===== config.mk =====
export PLATFORM = sky130hd
export DESIGN_NAME = decode_6466b_flat
export DESIGN_NICKNAME = d
export VERILOG_FILES = /design/src/rtl/decode_6466b_if.sv /design/src/rtl/decode_6466b.sv /design/src/flat_wrapper.sv
export SDC_FILE = /design/constraint.sdc
export NUM_CORES = 1
export LEC_CHECK = 0
export BUFFER_PORTS_ARGS = -buffer_cell sky130_fd_sc_hd__buf_2
export CAP_MARGIN = 20
export CORE_ASPECT_RATIO = 1.75
export CORE_MARGIN = 4
export CORE_UTILIZATION = 55
export CTS_BUF_LIST = sky130_fd_sc_hd__clkbuf_8
export CTS_CLUSTER_SIZE = 30
export DETAILED_ROUTE_END_ITERATION = 16
export GPL_TIMING_DRIVEN = 0
export PLACE_DENSITY = 0.82
export SYNTH_ARGS = -nofsm -noshare
export SYNTH_HDL_FRONTEND = slang
export SYNTH_SLANG_ARGS = --single-unit

===== constraint.sdc =====
create_clock -name i_rxc -period 5.8 [get_ports i_rxc]
set_input_delay 1.16 -clock i_rxc [delete_from_list [all_inputs] [get_ports i_rxc]]
set_output_delay 1.16 -clock i_rxc [all_outputs]
set_load 0.1 [all_outputs]

===== src/rtl/decode_6466b_if.sv =====
// Block-side and XGMII-side signal bundle for the 64b/66b receive decoder.
// The master modport belongs to whatever feeds blocks in and consumes words out;
// the slave modport belongs to the decoder itself.
interface decode_6466b_if #(
  parameter int ERR_CNT_WIDTH = 16
);
  logic                     i_block_lock;
  logic                     i_rx_valid;
  logic [63:0]              i_rxd;
  logic [1:0]               i_rx_header;
  logic                     i_err_clear;
  logic [31:0]              o_rxd;
  logic [3:0]               o_rxctl;
  logic                     o_rx_valid;
  logic [ERR_CNT_WIDTH-1:0] o_err_count;

  modport master (
    output i_block_lock, i_rx_valid, i_rxd, i_rx_header, i_err_clear,
    input  o_rxd, o_rxctl, o_rx_valid, o_err_count
  );

  modport slave (
    input  i_block_lock, i_rx_valid, i_rxd, i_rx_header, i_err_clear,
    output o_rxd, o_rxctl, o_rx_valid, o_err_count
  );
endinterface


===== src/rtl/decode_6466b.sv =====
// Receive-side 64b/66b decoder. Classifies each descrambled 66-bit block,
// runs the Clause 49 receive state machine and emits the block as two 32-bit
// XGMII words (lanes 0-3, then lanes 4-7) on consecutive cycles. Blocks that
// drive the FSM into RX_E are replaced by error words and counted.
module decode_6466b #(
  parameter int ERR_CNT_WIDTH = 16
) (
  input logic           i_rxc,
  input logic           i_reset_n,
  decode_6466b_if.slave bus
);

  typedef enum logic [2:0] {RX_INIT, RX_C, RX_D, RX_T, RX_E} rxState_e;
  typedef enum logic [2:0] {R_C, R_S, R_D, R_T, R_E} rType_e;

  localparam logic [31:0] IDLE_WORD = 32'h0707_0707;
  localparam logic [31:0] ERR_WORD  = 32'hFEFE_FEFE;
  localparam logic [31:0] LF_WORD   = 32'h0100_009C;

  rxState_e                 state_q, state_d;
  rType_e                   rType;
  logic [63:0]              decData;
  logic [7:0]               decCtl;
  logic [63:0]              outData_d;
  logic [7:0]               outCtl_d;
  logic [31:0]              rxd_q, upperRxd_q;
  logic [3:0]               rxctl_q, upperCtl_q;
  logic                     rxValid_q, upperPending_q;
  logic [ERR_CNT_WIDTH-1:0] errCount_q;
  logic [7:0]               codeIdle, codeOk;
  logic [63:0]              termData;
  logic [3:0]               termLane;
  logic                     isTerm, termOk;
  logic                     accept;

  // Seven-bit control codes become XGMII control characters; anything that
  // is not idle is reported as an error character.
  function automatic logic [7:0] mapCode(input logic [6:0] code);
    return (code == 7'h00) ? 8'h07 : 8'hFE;
  endfunction

  // A new block is only taken when no upper word is still waiting to go out.
  assign accept = bus.i_rx_valid && !upperPending_q;

  // In terminate blocks data byte Dn sits one byte above lane n.
  assign termData = {8'h00, bus.i_rxd[63:8]};

  // Every control-block format places code Cj at bit 8+7j, so one table serves all.
  always_comb begin
    codeIdle = '0;
    codeOk   = '0;
    for (int j = 0; j < 8; j++) begin
      codeIdle[j] = (bus.i_rxd[8+7*j +: 7] == 7'h00);
      codeOk[j]   = codeIdle[j] || (bus.i_rxd[8+7*j +: 7] == 7'h1E);
    end
  end

  // Identify terminate types and check that every code after the terminate is idle.
  always_comb begin
    isTerm   = 1'b1;
    termLane = 4'd0;
    case (bus.i_rxd[7:0])
      8'h87:   termLane = 4'd0;
      8'h99:   termLane = 4'd1;
      8'hAA:   termLane = 4'd2;
      8'hB4:   termLane = 4'd3;
      8'hCC:   termLane = 4'd4;
      8'hD2:   termLane = 4'd5;
      8'hE1:   termLane = 4'd6;
      8'hFF:   termLane = 4'd7;
      default: isTerm   = 1'b0;
    endcase
    termOk = isTerm;
    for (int j = 0; j < 8; j++) begin
      if ((j > int'(termLane)) && !codeIdle[j]) begin
        termOk = 1'b0;
      end
    end
  end

  // Classify the incoming block and build its eight decoded XGMII lanes.
  always_comb begin
    rType   = R_E;
    decData = {ERR_WORD, ERR_WORD};
    decCtl  = 8'hFF;
    if (bus.i_rx_header == 2'b01) begin
      rType   = R_D;
      decData = bus.i_rxd;
      decCtl  = 8'h00;
    end else if (bus.i_rx_header == 2'b10) begin
      case (bus.i_rxd[7:0])
        8'h1E: begin
          if (&codeOk) begin
            rType = R_C;
            for (int j = 0; j < 8; j++) begin
              decData[8*j +: 8] = mapCode(bus.i_rxd[8+7*j +: 7]);
            end
          end
        end
        8'h78: begin
          rType   = R_S;
          decData = {bus.i_rxd[63:8], 8'hFB};
          decCtl  = 8'h01;
        end
        8'h33: begin
          if (&codeIdle[3:0]) begin
            rType   = R_S;
            decData = {bus.i_rxd[63:40], 8'hFB, IDLE_WORD};
            decCtl  = 8'h1F;
          end
        end
        8'h4B: begin
          rType          = R_C;
          decData[31:0]  = {bus.i_rxd[31:8], (bus.i_rxd[35:32] == 4'h0) ? 8'h9C : 8'hFE};
          for (int j = 4; j < 8; j++) begin
            decData[8*j +: 8] = mapCode(bus.i_rxd[8+7*j +: 7]);
          end
          decCtl = 8'hF1;
        end
        default: begin
          if (termOk) begin
            rType = R_T;
            for (int i = 0; i < 8; i++) begin
              if (i < int'(termLane)) begin
                decData[8*i +: 8] = termData[8*i +: 8];
                decCtl[i]         = 1'b0;
              end else if (i == int'(termLane)) begin
                decData[8*i +: 8] = 8'hFD;
                decCtl[i]         = 1'b1;
              end else begin
                decData[8*i +: 8] = 8'h07;
                decCtl[i]         = 1'b1;
              end
            end
          end
        end
      endcase
    end
  end

  // Receive state machine transition; an RX_E destination replaces the block with errors.
  always_comb begin
    state_d = RX_E;
    case (state_q)
      RX_D: begin
        if (rType == R_D)      state_d = RX_D;
        else if (rType == R_T) state_d = RX_T;
      end
      RX_E: begin
        if (rType == R_C)      state_d = RX_C;
        else if (rType == R_D) state_d = RX_D;
        else if (rType == R_T) state_d = RX_T;
      end
      default: begin
        if (rType == R_C)      state_d = RX_C;
        else if (rType == R_S) state_d = RX_D;
      end
    endcase
    outData_d = decData;
    outCtl_d  = decCtl;
    if (state_d == RX_E) begin
      outData_d = {ERR_WORD, ERR_WORD};
      outCtl_d  = 8'hFF;
    end
  end

  // Register the FSM, the two-word output sequence and the saturating error counter.
  always_ff @(posedge i_rxc or negedge i_reset_n) begin
    if (!i_reset_n) begin
      state_q        <= RX_INIT;
      rxd_q          <= IDLE_WORD;
      rxctl_q        <= 4'hF;
      rxValid_q      <= 1'b0;
      upperRxd_q     <= IDLE_WORD;
      upperCtl_q     <= 4'hF;
      upperPending_q <= 1'b0;
      errCount_q     <= '0;
    end else begin
      rxValid_q      <= 1'b0;
      upperPending_q <= 1'b0;
      if (upperPending_q) begin
        rxd_q     <= upperRxd_q;
        rxctl_q   <= upperCtl_q;
        rxValid_q <= 1'b1;
      end else if (accept) begin
        rxValid_q      <= 1'b1;
        upperPending_q <= 1'b1;
        if (!bus.i_block_lock) begin
          rxd_q      <= LF_WORD;
          rxctl_q    <= 4'h1;
          upperRxd_q <= LF_WORD;
          upperCtl_q <= 4'h1;
        end else begin
          rxd_q      <= outData_d[31:0];
          rxctl_q    <= outCtl_d[3:0];
          upperRxd_q <= outData_d[63:32];
          upperCtl_q <= outCtl_d[7:4];
          state_q    <= state_d;
        end
      end
      if (!bus.i_block_lock) begin
        state_q <= RX_INIT;
      end
      if (bus.i_err_clear) begin
        errCount_q <= '0;
      end else if (accept && bus.i_block_lock && (state_d == RX_E) && (errCount_q != '1)) begin
        errCount_q <= errCount_q + 1'b1;
      end
    end
  end

  assign bus.o_rxd       = rxd_q;
  assign bus.o_rxctl     = rxctl_q;
  assign bus.o_rx_valid  = rxValid_q;
  assign bus.o_err_count = errCount_q;

endmodule


===== src/flat_wrapper.sv =====
// flat-port wrapper written by rule: the top's interface ports become plain ports
module decode_6466b_flat 
#(
  parameter int ERR_CNT_WIDTH = 16
)
  (i_rxc, i_reset_n, bus_i_block_lock, bus_i_rx_valid, bus_i_rxd, bus_i_rx_header, bus_i_err_clear, bus_o_rxd, bus_o_rxctl, bus_o_rx_valid, bus_o_err_count);
  decode_6466b_if #(.ERR_CNT_WIDTH(ERR_CNT_WIDTH)) bus_i ();
  input logic i_rxc;
  input logic i_reset_n;
  input wire logic [$bits(bus_i.i_block_lock)-1:0] bus_i_block_lock;
  input wire logic [$bits(bus_i.i_rx_valid)-1:0] bus_i_rx_valid;
  input wire logic [$bits(bus_i.i_rxd)-1:0] bus_i_rxd;
  input wire logic [$bits(bus_i.i_rx_header)-1:0] bus_i_rx_header;
  input wire logic [$bits(bus_i.i_err_clear)-1:0] bus_i_err_clear;
  output wire logic [$bits(bus_i.o_rxd)-1:0] bus_o_rxd;
  output wire logic [$bits(bus_i.o_rxctl)-1:0] bus_o_rxctl;
  output wire logic [$bits(bus_i.o_rx_valid)-1:0] bus_o_rx_valid;
  output wire logic [$bits(bus_i.o_err_count)-1:0] bus_o_err_count;
  assign bus_i.i_block_lock = bus_i_block_lock;
  assign bus_i.i_rx_valid = bus_i_rx_valid;
  assign bus_i.i_rxd = bus_i_rxd;
  assign bus_i.i_rx_header = bus_i_rx_header;
  assign bus_i.i_err_clear = bus_i_err_clear;
  assign bus_o_rxd = bus_i.o_rxd;
  assign bus_o_rxctl = bus_i.o_rxctl;
  assign bus_o_rx_valid = bus_i.o_rx_valid;
  assign bus_o_err_count = bus_i.o_err_count;
  decode_6466b #(.ERR_CNT_WIDTH(ERR_CNT_WIDTH)) u_core (.i_rxc(i_rxc), .i_reset_n(i_reset_n), .bus(bus_i));
endmodule

==> flow_metrics.tcl <==
set metrics [dict create \
    status "finished, final reports clean" \
    overflow 0 \
    cp.required_ps 6050 \
    clock_latency_ps 380 \
    finalCritPeriodShare_pct 78.69 \
    row_count 51 \
    seq_area_um2 2367 \
    numCtsBuffers 9 \
    p_clk_share_pct 25.1 \
    synth.cell_area_um2 6212 \
    grt_pass1_wl_um 39610 \
    start_util_pct 55.95 \
    cts_resized 0 \
    die_x_um 88.34 \
    drv_cap 0 \
    clkTransAtPathRegs_ps 100 \
    hold_buffers 0 \
    via_per_inst 7.000 \
    layout_min_cycle_time_ps 4564 \
    end_kind "flop" \
    worst_slew_margin_rel_pct 31.58 \
    postRouteAntennaNets 0 \
    async_reset_ff_share_pct 100.0 \
    slowest_stage "nor4_1" \
    clk_path_buf_depth 2 \
    drc_errors 0 \
    multi_input_area_um2 3628 \
    finalSetupViolCount 0 \
    final_common_cell "buf_2" \
    grt_max_degree 56 \
    die_y_um 148.6 \
    synth_edf_count 0 \
    leakage_nw 2.869 \
    place_inst 1006 \
    rsz0062_at_grt "false" \
    io_buffers 119 \
    sw_frac_of_total_pct 41.40 \
    dieArea_um2 13130 \
    p_per_area_nw_per_um2 252.2 \
    worst_pin_slew_ps 1018 \
    area_delta_synth_final_pct 15.91 \
    ys_types 76 \
    critical_path.max_fanout 10 \
    fin_util_pct 64.85 \
    final_cells 1022 \
    nFillCells 1009 \
    clock_sinks 93 \
    wl_um 26860 \
    final-hold-violation-count 0 \
    clockRootBuffer "clkbuf_8" \
    tritoncts "built" \
    crit_path_start_kind "input port" \
    antenna_found_initial 0 \
    power_frac_seq_pct 42.5 \
    drt_iter0_markers 934 \
    antenna_cells 0 \
    arrival_ps 4810 \
    crit_path_cell_trace "buf_2 > nor4_1 > nand4_1 > o31ai_1 > and2_1 > buf_4 > a21boi_1 > a21oi_4 > nor2_2 > buf_6 > a21oi_1 > o21ai_1" \
    syn_nets 826 \
    total_power_mw 1.816 \
    syn_area_per_cell_um2 8.239 \
    synth_seq_cells 93 \
    post_cts_buffers 0 \
    grt_use_total_pct 40.96 \
    wl_per_cell_um 26.28 \
    ios 124 \
    layout_common_cells "123 x buf_2, 112 x nand2_1, 66 x nor2_1, 61 x dfrtp_1, 55 x o21ai_0" \
    hold_class "flop to flop" \
    grt_pass1_vias 6899 \
    comb_power_share_pct 32.4 \
    ys_seq_area_share_pct 38.11 \
    ir_drop_uv 246.6 \
    switchingPower_mw 0.7518 \
    finalSetupTns_ps 0 \
    drive_gt1_share_pct 23.03 \
    p_int_mw 1.064 \
    yosysWarnings 0 \
    skew_ps 8.745 \
    hpwl_um 20930 \
    num_vias 7154 \
    core_um2 11100 \
    holdWs_ps 470.0 \
    gp_congestion 1.193 \
    syn_inst 754 \
    max_stage_delay_ps 860 \
    drv_slew 0 \
    synthFlopType "dfrtp_1" \
    cts_max_level 3 \
    timing.fmax_mhz 219.1 \
    final_nets 957 \
    criticalPathCategory "input port to flop" \
    firstDrtPassIters 7 \
]
[sequential cells by signal, summed over array words and instances (netlist names)]
register and cells:
u_core.bus.o_err_count 16, u_core.upperRxd_q 32, u_core.bus.o_rxctl 4, u_core.upperCtl_q 4
u_core.bus.o_rxd 32, u_core.upperPending_q 1, u_core.bus.o_rx_valid 1, u_core.state_q 3
[Yosys cell counts, types with 3 or more instances]
library cell  number  area, µm²
nand3_1           34      170.2
o21ai_0           55      275.3
a221oi_1           6      52.55
a211oi_1           3      22.52
nand2_1          112      420.4
nor2_1            66      247.7
a221o_1           10      100.1
nor4_1            10      62.56
dfrtp_1           61       1526
o22ai_1           15      93.84
clkbuf_1          29      108.9
a21o_1            12      90.09
buf_2              5      25.02
buf_4              4      30.03
o22a_1             4      35.03
a2bb2oi_1          5      43.79
or4bb_1            3      33.78
o221ai_1           4      35.03
o31ai_1            5      37.54
o211ai_1          19      142.6
nor4bb_1           6      60.06
a22oi_1           24      180.2
inv_1              9      33.78
or3_1              5      31.28
nand4_1           15      93.84
a31oi_1            3      18.77
and2_1             6      37.54
nor2b_1            6      37.54
nor3_1            24      120.1
o21a_1             4      30.03
or2_2              5      31.28
or4_4              3      33.78
a21oi_1           53      265.3
and4_1             6      52.55
dfstp_2           32      840.8
nand2b_1           5      31.28
o21ai_1           13      65.06
a211o_1            3      26.28
xnor2_1            9      78.83
and3_1             6      37.54
or4_1             10      75.07
[power by group through the flow]
stage,sequential (mW),clock [mW],combinational [mW]
floorplan,1.03,0,0.159
global placement,0.778,0,0.573
detailed placement,0.782,0,0.579
CTS,0.770,0.461,0.580
global route,0.777,0.481,0.613
finish,0.771,0.456,0.588
[critical path, delay by kind of cell]
family / cells / cell delay (ps)
simple gates: 4 / 1530
buf+inv: 3 / 520
compound gates: 5 / 1580
[per-layer routing]
layer | GRT usage, % | up-vias | routed length [µm]
li1 | - | 3116 | -
met1 | 46.53 | 3366 | 9143
met2 | 67.20 | 512 | 12990
met3 | 7.761 | 160 | 2402
met4 | 28.97 | 0 | 2319
met5 | 0 | - | 0
[path summary, 6_finish.rpt]
| kind | cells after the start | startpoint | to | slack, ps |
|---|---|---|---|---|
| min | 2 | u_core.upperCtl_q[2] | u_core.upperCtl_q[2] | 470 |
| max in group asynchronous | 2 | i_reset_n | u_core.bus.o_rxd[1] | 4350 |
| min in group asynchronous | 1 | i_reset_n | u_core.bus.o_err_count[0] | 740 |
| min reg2reg | 2 | u_core.upperCtl_q[2] | u_core.upperCtl_q[2] | 470 |
| max reg2reg | 9 | u_core.upperPending_q | u_core.upperRxd_q[9] | 2800 |
| max | 12 | bus_i_rxd[16] | u_core.upperRxd_q[5] | 1240 |
[through the flow]
step	instance area (µm²)	worst slack [ps]
6_report	7201	1236
5_1_grt	7201	1035
4_1_cts	7201	1428
3_5_place_dp	7003	1035
3_3_place_gp	6973	974.5
2_1_floorplan	6212	2041
[final cells by class]
| type | count | share of cell area (%) |
|---|---|---|
| plain buffers | 40 | 2.485 |
| clock buffers | 10 | 1.911 |
| clock inverters | 6 | 0.8341 |
| inverters | 10 | 0.5213 |
| multi-input cells | 611 | 50.39 |
| flip-flops and latches | 93 | 32.88 |
| well taps | 132 | 2.294 |
| repair buffers | 120 | 8.688 |
[cells by family after synthesis]
group | share of synthesized area [%]
compound gates | 28.24
flops | 38.11
mux | 0.5236
fa+ha+maj | 0.2014
buf+inv | 3.484
simple gates | 28.04
xor+xnor | 1.410
(Power assumes the default switching activity.)
